===== config.mk =====
export PLATFORM = sky130hd
export DESIGN_NAME = fadd_seq
export DESIGN_NICKNAME = d
export VERILOG_FILES = /design/src/rtl/fadd_pkg.sv /design/src/rtl/fadd_lzc.sv /design/src/rtl/fadd_seq.sv
export SDC_FILE = /design/constraint.sdc
export NUM_CORES = 1
export LEC_CHECK = 0
export CAP_MARGIN = 30
export CORE_UTILIZATION = 40
export CTS_BUF_LIST = sky130_fd_sc_hd__clkbuf_2
export DETAILED_ROUTE_END_ITERATION = 10
export PLACE_DENSITY = 0.57
export SLEW_MARGIN = 20
export SYNTH_ARGS = -nofsm -noshare
export SYNTH_HDL_FRONTEND = slang
export SYNTH_SLANG_ARGS = --single-unit

===== constraint.sdc =====
create_clock -name clk -period 5.4 [get_ports clk]
set_clock_uncertainty 0.2 [all_clocks]
set_input_delay 1.08 -clock clk [delete_from_list [all_inputs] [get_ports clk]]
set_output_delay 1.08 -clock clk [all_outputs]
set_load 0.005 [all_outputs]

===== src/rtl/fadd_pkg.sv =====
// Shared types and constants for the sequential floating-point adder.
// Field and NaN helpers take the exponent/fraction widths as arguments.
package fadd_pkg;

  typedef enum logic [2:0] {
    IDLE,
    ALIGN,
    ADD,
    NORM,
    ROUND,
    DONE
  } state_t;

  localparam int FLAG_INV = 2;
  localparam int FLAG_OVF = 1;
  localparam int FLAG_UNF = 0;

  function automatic int sign_bit(int ew, int mw);
    return ew + mw;
  endfunction

  function automatic int exp_lsb(int mw);
    return mw;
  endfunction

  function automatic logic [63:0] exp_ones(int ew);
    return (64'd1 << ew) - 64'd1;
  endfunction

  function automatic logic [63:0] qnan_word(int ew, int mw);
    logic [63:0] v;
    v = exp_ones(ew) << exp_lsb(mw);
    v = v | (64'd1 << (mw - 1));
    return v;
  endfunction

endpackage


===== src/rtl/fadd_lzc.sv =====
// Combinational leading-zero counter; an all-zero input yields W.
module fadd_lzc #(
  parameter int W  = 27,
  parameter int LW = $clog2(W + 1)
) (
  input  logic [W-1:0]  vec,
  output logic [LW-1:0] cnt
);

  always_comb begin
    cnt = LW'(W);
    for (int i = 0; i < W; i++) begin
      if (vec[i]) cnt = LW'(W - 1 - i);
    end
  end

endmodule


===== src/rtl/fadd_seq.sv =====
// Multi-cycle IEEE-style adder/subtractor: IDLE-ALIGN-ADD-NORM-ROUND-DONE.
// Define FADD_RNE_EN for round-to-nearest-even; otherwise ROUND truncates.
module fadd_seq
  import fadd_pkg::*;
#(
  parameter int EXP_W = 8,
  parameter int MAN_W = 23
) (
  input  logic                     clk,
  input  logic                     RSTN,
  input  logic                     in_valid,
  output logic                     in_ready,
  input  logic                     op,
  input  logic [EXP_W+MAN_W:0]     a,
  input  logic [EXP_W+MAN_W:0]     b,
  output logic                     out_valid,
  input  logic                     out_ready,
  output logic [EXP_W+MAN_W:0]     result,
  output logic [2:0]               flags
);

  localparam int W  = 1 + EXP_W + MAN_W;
  localparam int SW = MAN_W + 4;
  localparam int XW = EXP_W + 2;
  localparam int LW = $clog2(SW + 1);
  localparam int SB = sign_bit(EXP_W, MAN_W);
  localparam int EL = exp_lsb(MAN_W);

  localparam logic [W-1:0]     QNAN  = W'(qnan_word(EXP_W, MAN_W));
  localparam logic [EXP_W-1:0] EMAX  = EXP_W'(exp_ones(EXP_W));
  localparam logic [EXP_W-1:0] SHMAX = EXP_W'(MAN_W + 3);

  state_t state_q, state_d;

  logic [W-1:0]           a_q, b_q;
  logic                   op_q;
  logic [SW-1:0]          big_q, sml_q;
  logic signed [XW-1:0]   exp_q;
  logic                   sign_q, sub_q, zsign_q;
  logic                   spec_q, inv_q;
  logic [W-1:0]           sval_q;
  logic [SW:0]            sum_q;
  logic [SW-1:0]          nsig_q;
  logic signed [XW-1:0]   nexp_q;
  logic                   nzero_q;
  logic [W-1:0]           result_q;
  logic [2:0]             flags_q;

  always_ff @(posedge clk or negedge RSTN) begin
    if (!RSTN) state_q <= IDLE;
    else       state_q <= state_d;
  end

  always_comb begin
    state_d = state_q;
    unique case (state_q)
      IDLE:    if (in_valid) state_d = ALIGN;
      ALIGN:   state_d = ADD;
      ADD:     state_d = NORM;
      NORM:    state_d = ROUND;
      ROUND:   state_d = DONE;
      DONE:    if (out_ready) state_d = IDLE;
      default: state_d = IDLE;
    endcase
  end

  always_comb begin
    in_ready  = (state_q == IDLE);
    out_valid = (state_q == DONE);
    result    = result_q;
    flags     = flags_q;
  end

  logic                 sa, sb, swap;
  logic                 a_nan, b_nan, a_inf, b_inf;
  logic [EXP_W-1:0]     ea, eb, ebig, esml, dexp, sh;
  logic [W-2:0]         ka, kb, kbig, ksml;
  logic [SW-1:0]        sbig, ssml, sshf, slost;
  logic                 spec_d, inv_d;
  logic [W-1:0]         sval_d;

  // Subnormals collapse to zero via the magnitude key.
  always_comb begin
    sa    = a_q[SB];
    sb    = b_q[SB] ^ op_q;
    ea    = a_q[W-2:EL];
    eb    = b_q[W-2:EL];
    a_nan = (ea == EMAX) && (a_q[MAN_W-1:0] != '0);
    b_nan = (eb == EMAX) && (b_q[MAN_W-1:0] != '0);
    a_inf = (ea == EMAX) && (a_q[MAN_W-1:0] == '0);
    b_inf = (eb == EMAX) && (b_q[MAN_W-1:0] == '0);
    ka    = (ea == '0) ? '0 : a_q[W-2:0];
    kb    = (eb == '0) ? '0 : b_q[W-2:0];
    swap  = (kb > ka);
    kbig  = swap ? kb : ka;
    ksml  = swap ? ka : kb;
    ebig  = kbig[W-2:EL];
    esml  = ksml[W-2:EL];
    dexp  = ebig - esml;
    sh    = (dexp > SHMAX) ? SHMAX : dexp;
    sbig  = {(ebig != '0), kbig[MAN_W-1:0], 3'b000};
    ssml  = {(esml != '0), ksml[MAN_W-1:0], 3'b000};
    sshf  = ssml >> sh;
    slost = ssml & ~({SW{1'b1}} << sh);
    spec_d = 1'b1;
    inv_d  = 1'b0;
    sval_d = '0;
    if (a_nan || b_nan) begin
      inv_d  = 1'b1;
      sval_d = QNAN;
    end else if (a_inf && b_inf) begin
      inv_d  = (sa != sb);
      sval_d = (sa != sb) ? QNAN : {sa, EMAX, {MAN_W{1'b0}}};
    end else if (a_inf) begin
      sval_d = {sa, EMAX, {MAN_W{1'b0}}};
    end else if (b_inf) begin
      sval_d = {sb, EMAX, {MAN_W{1'b0}}};
    end else begin
      spec_d = 1'b0;
    end
  end

  logic [LW-1:0] lz;

  fadd_lzc #(
    .W (SW),
    .LW(LW)
  ) u_lzc (
    .vec(sum_q[SW-1:0]),
    .cnt(lz)
  );

  logic [MAN_W+1:0]     mant;
  logic signed [XW-1:0] rexp;
  logic [MAN_W-1:0]     rfrac;
  logic                 inc;
  logic [W-1:0]         res_d;
  logic [2:0]           flg_d;

`ifdef FADD_RNE_EN
  assign inc = nsig_q[2] & (nsig_q[1] | nsig_q[0] | nsig_q[3]);
`else
  logic unused_grs;
  assign unused_grs = ^nsig_q[2:0];
  assign inc = 1'b0;
`endif

  always_comb begin
    mant  = {1'b0, nsig_q[SW-1:3]} + {{(MAN_W+1){1'b0}}, inc};
    rexp  = nexp_q + {{(XW-1){1'b0}}, mant[MAN_W+1]};
    rfrac = mant[MAN_W+1] ? mant[MAN_W:1] : mant[MAN_W-1:0];
    res_d = '0;
    flg_d = '0;
    if (spec_q) begin
      res_d           = sval_q;
      flg_d[FLAG_INV] = inv_q;
    end else if (nzero_q) begin
      res_d = {zsign_q, {(W-1){1'b0}}};
    end else if ($signed(rexp) >= $signed({2'b00, EMAX})) begin
      res_d           = {sign_q, EMAX, {MAN_W{1'b0}}};
      flg_d[FLAG_OVF] = 1'b1;
    end else if ($signed(rexp) < $signed(XW'(1))) begin
      res_d           = {sign_q, {(W-1){1'b0}}};
      flg_d[FLAG_UNF] = 1'b1;
    end else begin
      res_d = {sign_q, rexp[EXP_W-1:0], rfrac};
    end
  end

  always_ff @(posedge clk or negedge RSTN) begin
    if (!RSTN) begin
      a_q      <= '0;
      b_q      <= '0;
      op_q     <= 1'b0;
      big_q    <= '0;
      sml_q    <= '0;
      exp_q    <= '0;
      sign_q   <= 1'b0;
      sub_q    <= 1'b0;
      zsign_q  <= 1'b0;
      spec_q   <= 1'b0;
      inv_q    <= 1'b0;
      sval_q   <= '0;
      sum_q    <= '0;
      nsig_q   <= '0;
      nexp_q   <= '0;
      nzero_q  <= 1'b0;
      result_q <= '0;
      flags_q  <= '0;
    end else begin
      if (in_valid && in_ready) begin
        a_q  <= a;
        b_q  <= b;
        op_q <= op;
      end
      if (state_q == ALIGN) begin
        big_q   <= sbig;
        sml_q   <= {sshf[SW-1:1], sshf[0] | (|slost)};
        exp_q   <= {2'b00, ebig};
        sign_q  <= swap ? sb : sa;
        sub_q   <= sa ^ sb;
        zsign_q <= sa & sb;
        spec_q  <= spec_d;
        inv_q   <= inv_d;
        sval_q  <= sval_d;
      end
      if (state_q == ADD) begin
        sum_q <= sub_q ? {1'b0, big_q} - {1'b0, sml_q}
                       : {1'b0, big_q} + {1'b0, sml_q};
      end
      if (state_q == NORM) begin
        nzero_q <= (sum_q == '0);
        if (sum_q[SW]) begin
          nsig_q <= {sum_q[SW:2], sum_q[1] | sum_q[0]};
          nexp_q <= exp_q + XW'(1);
        end else begin
          nsig_q <= sum_q[SW-1:0] << lz;
          nexp_q <= exp_q - XW'(lz);
        end
      end
      if (state_q == ROUND) begin
        result_q <= res_d;
        flags_q  <= flg_d;
      end
    end
  end

endmodule


After elaboration in Yosys (flattened, before gate mapping)
Index checks and enable logic that the tools add are counted.

Bitwise gates (word level): 7. $lt $le $gt $ge: 4. Reductions and logical operators: 19. Eq/ne operators: 10. $add $sub $neg: 5. Muxes and demuxes: 60. Shift-type cells: 3.

Operator list (number): 32-bit two-way mux (7); 31-bit two-way mux (6); 5-bit two-way mux (16); 23-bit zero test (2); 23-bit nonzero test (2); 4-bit two-way mux (8); 31-bit > comparator (1); 27-bit by 27-bit adder with 28-bit output (1); 28-bit zero test (1); 28-bit two-way mux (1); 27-bit by 27-bit subtractor with 28-bit output (1); 27-bit AND (1); 27-bit inverter (1); 27-bit OR reduction (1); 27-bit by 5-bit left shift with 26-bit output (1); 27-bit by 8-bit left shift with 27-bit output (first input constant) (1); 27-bit by 8-bit right shift with 27-bit output (1); 26-bit two-way mux (1); 3-bit case mux with 6 select lines (1); 8-bit equality test (second input constant) (2); 8-bit zero test (2); 8-bit nonzero test (2); 1-bit two-way mux (12); 10-bit by 9-bit >= comparator with 1-bit output (second input constant) (1); 22 further kinds (35).

Input port bits: 69. Word-level logic and storage cells: 127. Output and inout port bits: 37. Bits in registers: 264.

Depth between registers and ports, before layout
Depth in word-level cells: 29. Gate-level depth with buffers: 24. Mapped depth without buffers: 21.

By module
From an unflattened synthesis, not the netlist that was laid out.

Cells, all modules: 2118. Area, all modules: 17304.1 um^2.

Modules (own cells, without submodules): fadd_seq (cells each 2067, area each 17026.3 um^2, sequential area each 5755.5 um^2, instances 1); fadd_lzc (cells each 51, area each 277.8 um^2, sequential area each 0.0 um^2, instances 1).

Worst setup path before layout
No wires, ideal clock.

Kind: register -> register. Start: reg b_q[25]. End: reg sml_q[3]. Slack: -0.202 ns. Stages on the path, launching flop included: 25. Arrival time: 5.316 ns. Path buffers: 4. Setup time: 0.086 ns. Clock period less this slack: 5.602 ns. Required time: 5.114 ns. Path through: dfrtp_1 > clkbuf_1 > nor4_1 > nand2_1 > clkbuf_1 > and2_1 > ha_1 > nand4_1 > nor4_1 > and2b_1 > o21ai_2 > nand2_2 > mux2_4 > ha_1 > a221o_1 > a211o_1 > a32o_1 > o2111ai_4 > buf_6 > buf_6 > mux2i_1 > o21ai_1 > mux2i_1 > nand2_1 > a32oi_1.

Longest elaborated chain between the ends: 8. Elaborated cells between the ends (all ways): 10. Classes of those cells: add/sub (1); order compare (2); shift (1); mux (4); reduce/logical (2).

Ends and longest elaborated chain: start, declared (line fadd_seq.sv:35) `logic [W-1:0] a_q, b_q;`; start signal, assigned (line fadd_seq.sv:173) `b_q <= '0;`; start signal, assigned (line fadd_seq.sv:193) `b_q <= b;`; 8-bit zero test (line fadd_seq.sv:93) `kb = (eb == '0) ? '0 : b_q[W-2:0];`; 31-bit two-way mux * (line fadd_seq.sv:93); 31-bit > comparator (line fadd_seq.sv:94) `swap = (kb > ka);`; 31-bit two-way mux (on tied branches) (line fadd_seq.sv:95, fadd_seq.sv:96); 8-bit subtractor (line fadd_seq.sv:99) `dexp = ebig - esml;`; 8-bit by 5-bit > comparator with 1-bit output (line fadd_seq.sv:100) `sh = (dexp > SHMAX) ? SHMAX : dexp;`; 8-bit two-way mux (line fadd_seq.sv:100); 27-bit by 8-bit right shift with 27-bit output * (line fadd_seq.sv:103) `sshf = ssml >> sh;`; end signal, assigned (line fadd_seq.sv:198) `sml_q <= {sshf[SW-1:1], sshf[0] | (|slost)};`; end, declared (line fadd_seq.sv:37) `logic [SW-1:0] big_q, sml_q;`.

Every way passes the cells marked *; elsewhere a longest branch is shown, timed or not. A chain may end at the register's enable or synchronous reset.

Worst setup path after layout
Start: reg b_q[23]. End: reg sml_q[4].

Same word-level chain as after synthesis.

==> flow_metrics.tcl <==
set metrics [dict create \
    cts_max_path_buffers 3 \
    tightestPinTransition_ns 0.887 \
    crit_family "compound AO/OA/AOI/OAI gates" \
    crit_fanout 6 \
    syn_avg_cell_area_um2 8.41 \
    ios 106 \
    clock-root-buffer "clkbuf_2" \
    wl_per_cell_um 20.0 \
    crit_path_end_kind "register" \
    reg2reg_depth 24 \
    syn2layout_area_growth_pct 27.8 \
    holdPathStages 1 \
    totalWireLength_um 57500 \
    netlist_area_um2 16900 \
    min_period_over_period 1.07 \
    drcViolationCount 0 \
    core.rowCount 74 \
    setup_viol 24 \
    clkSinkCount 230 \
    chipWidth_um 207 \
    ys_ff_latch 230 \
    nFillCells 3889 \
    status "finished with violations" \
    crit_arrival_ns 6.41 \
    path_buf_inv 4 \
    hp-class "register to register" \
    cp_data_required_time_ns 6.03 \
    hold_viol 0 \
    gp_congestion 0.948 \
    holdWs_ns 0.284 \
    ys_warn_count 0 \
    drt_first_iter_violations 1268 \
    core_um2 41200 \
    synth_cells 2006 \
    worstPathCellList "nor4_4, nand2_4, buf_12, and2_1, ha_4, nand3_2, a211o_1, a311oi_4, o21ai_2, nand2_2, mux2_4, ha_4, a221o_1, a211o_1, a32o_2, buf_4, o211ai_4, o31ai_4, a221oi_4, buf_4, a21oi_4, buf_6, a221oi_2, o21ai_1" \
    cts_tree "yes" \
    rsz0062_at_grt "true" \
    grt_max_degree 113 \
    slew_headroom 0.409 \
    final_max_slew_viol_count 0 \
    clk-insertion-delay-late_ns 0.98 \
    dieArea_um2 43000 \
    ys_types 94 \
    ys_seq_area_frac 0.341 \
    ant_nets 0 \
    via_per_inst 5.72 \
    async_flop_share 1.00 \
    nets 2449 \
    first_global_vias 16100 \
    violations "setup timing" \
    dr.pass1.iters 6 \
    path_depth 24 \
    io_buffers 105 \
    grt_remaining_overflow 0 \
    antenna_found_initial 2 \
    layout-drive-gt1-share 0.254 \
    dp_hpwl_um 43500 \
    die_y_um 207 \
    cts-htree-levels 3 \
    routed-via-count 16400 \
    crit_path_top_delay_cell "dfrtp_1" \
    setup_ws_ns -0.380 \
    ys.flop_type "dfrtp_1" \
    grt_pass1_wl_um 90000 \
    cts.clk_slew.worst_paths_ns 0.10 \
    gr-usage-all-layers 0.264 \
    initial_core_util 0.409 \
    synth_edf_count 0 \
    cap_violations 0 \
    cts_buffers 69 \
    clock.fmax_ghz 0.173 \
    start_kind "register" \
    max_stage_delay_ns 0.42 \
    finalCriticalPeriod_ns 5.78 \
    worstSetupPathType "register to register" \
    syn-num-nets 2166 \
]
final timing paths:
check / endpoint / from / slack, ns
worst max-delay path: sml_q[4] / b_q[23] / -0.38
worst min-delay path: result[15] / nsig_q[18] / 0.28
worst max register to register: sml_q[4] / b_q[23] / -0.38
worst min register to register: result[15] / nsig_q[18] / 0.28
max in group asynchronous: a_q[7] / RSTN / 3.27
min in group asynchronous: result[31] / RSTN / 0.53
synth_stat cells (9+ instances only):
cell | count | area (um2)
nand2b_1 | 9 | 56.3
nor4_1 | 28 | 175
inv_1 | 89 | 334
o21ai_0 | 182 | 911
o31ai_1 | 16 | 120
dfrtp_1 | 230 | 5760
a31oi_1 | 24 | 150
mux2i_1 | 54 | 541
nor2_1 | 186 | 698
o22ai_1 | 17 | 106
o21a_1 | 15 | 113
and2_1 | 33 | 206
nand4_1 | 21 | 131
or3_1 | 13 | 81.3
a221oi_1 | 13 | 114
and3_1 | 11 | 68.8
nand2_1 | 235 | 882
a211oi_1 | 25 | 188
o21bai_1 | 11 | 82.6
buf_2 | 9 | 45.0
mux2_2 | 68 | 766
a21oi_1 | 164 | 821
nor3_1 | 44 | 220
a21o_1 | 15 | 113
xnor2_1 | 30 | 263
o211ai_1 | 19 | 143
a22o_1 | 25 | 219
nand3_1 | 29 | 145
ha_1 | 89 | 1110
clkbuf_1 | 114 | 428
mux4_2 | 13 | 293
a22oi_1 | 9 | 67.6
repair_timing:
action / in CTS / in global routing
gates resized for setup: 62 / 98
buffers inserted: 11 / 14
hold buffers: 1 / 0
gates cloned: 0 / 5
endpoints found under the hold margin: 102 / 0
endpoints found under the setup margin: 27 / 27
pin swaps: 17 / 33
final cells by class:
| type | instances | area, um2 | share of cell area |
|---|---|---|---|
| clock inverter | 19 | 149 | 0.00691 |
| inverter | 91 | 342 | 0.0159 |
| clock buffer | 94 | 470 | 0.0218 |
| sequential | 230 | 5760 | 0.267 |
| multi-input combinational | 1544 | 11000 | 0.512 |
| tap | 532 | 666 | 0.0309 |
| timing repair buffer | 353 | 3120 | 0.145 |
| antenna | 5 | 12.5 | 0.000581 |
placed cells by master (no fill, tap or decap), types with 15 or more instances in the layout:
cell type and n:
xnor2_1 29, a22o_1 25, nand3_1 28, clkbuf_2 94
buf_4 221, buf_6 15, nand4_1 21, o21ai_0 177
mux2_2 68, and2_1 19, nor3_1 39, inv_1 89
a31oi_1 23, a21oi_1 150, nor2_1 180, a21o_1 15
ha_1 77, clkdlybuf4s50_1 104, mux2i_1 39, dfrtp_1 230
o211ai_1 19, a211oi_1 22, nor4_1 24, nand2_1 225
sequential cells by signal, indices dropped and copies added, names as in the netlist:
register	cells
nsig_q	23
sval_q	3
sign_q	1
nexp_q	10
flags	3
op_q	1
sml_q	27
sum_q	28
b_q	32
state_q	3
nzero_q	1
result	32
a_q	32
sub_q	1
big_q	24
zsign_q	1
exp_q	8
through the flow:
stage                      util  cells  TNS (ns)  worst slack (ns)  instance area [um2]
after floorplan               -   2006         0           0.00887                17000
after global placement    0.480   2722     -5.79            -0.337                19800
after detailed placement  0.480   2722     -7.62            -0.424                19800
after CTS                 0.505   2847     -1.87            -0.197                20800
after global routing      0.523   2868    -11.07            -0.570                21500
final                     0.523   2868     -6.01            -0.380                21500
routing by layer:
layer	GRT usage	up-vias	part of all wire
li1	-	7881	-
met1	0.326	7851	0.42
met2	0.461	532	0.49
met3	0.0434	128	0.051
met4	0.101	0	0.039
met5	0	-	0
cell families (layout without fill, tap and decap cells):
group / Yosys count / count (layout) / synth area share
adders and majority gates: 93 / 93 / 0.0696
other: 0 / 5 / 0
xor gates and xnor gates: 40 / 40 / 0.0223
AOI/OAI and AO/OA: 626 / 626 / 0.239
buffers and inverters: 232 / 557 / 0.0550
DFF: 230 / 230 / 0.341
and+or+nand+nor: 649 / 649 / 0.177
muxes: 136 / 136 / 0.0957
Power is not shown: default switching activity piles up to over one toggle a cycle in this logic, so the estimate is an artifact.
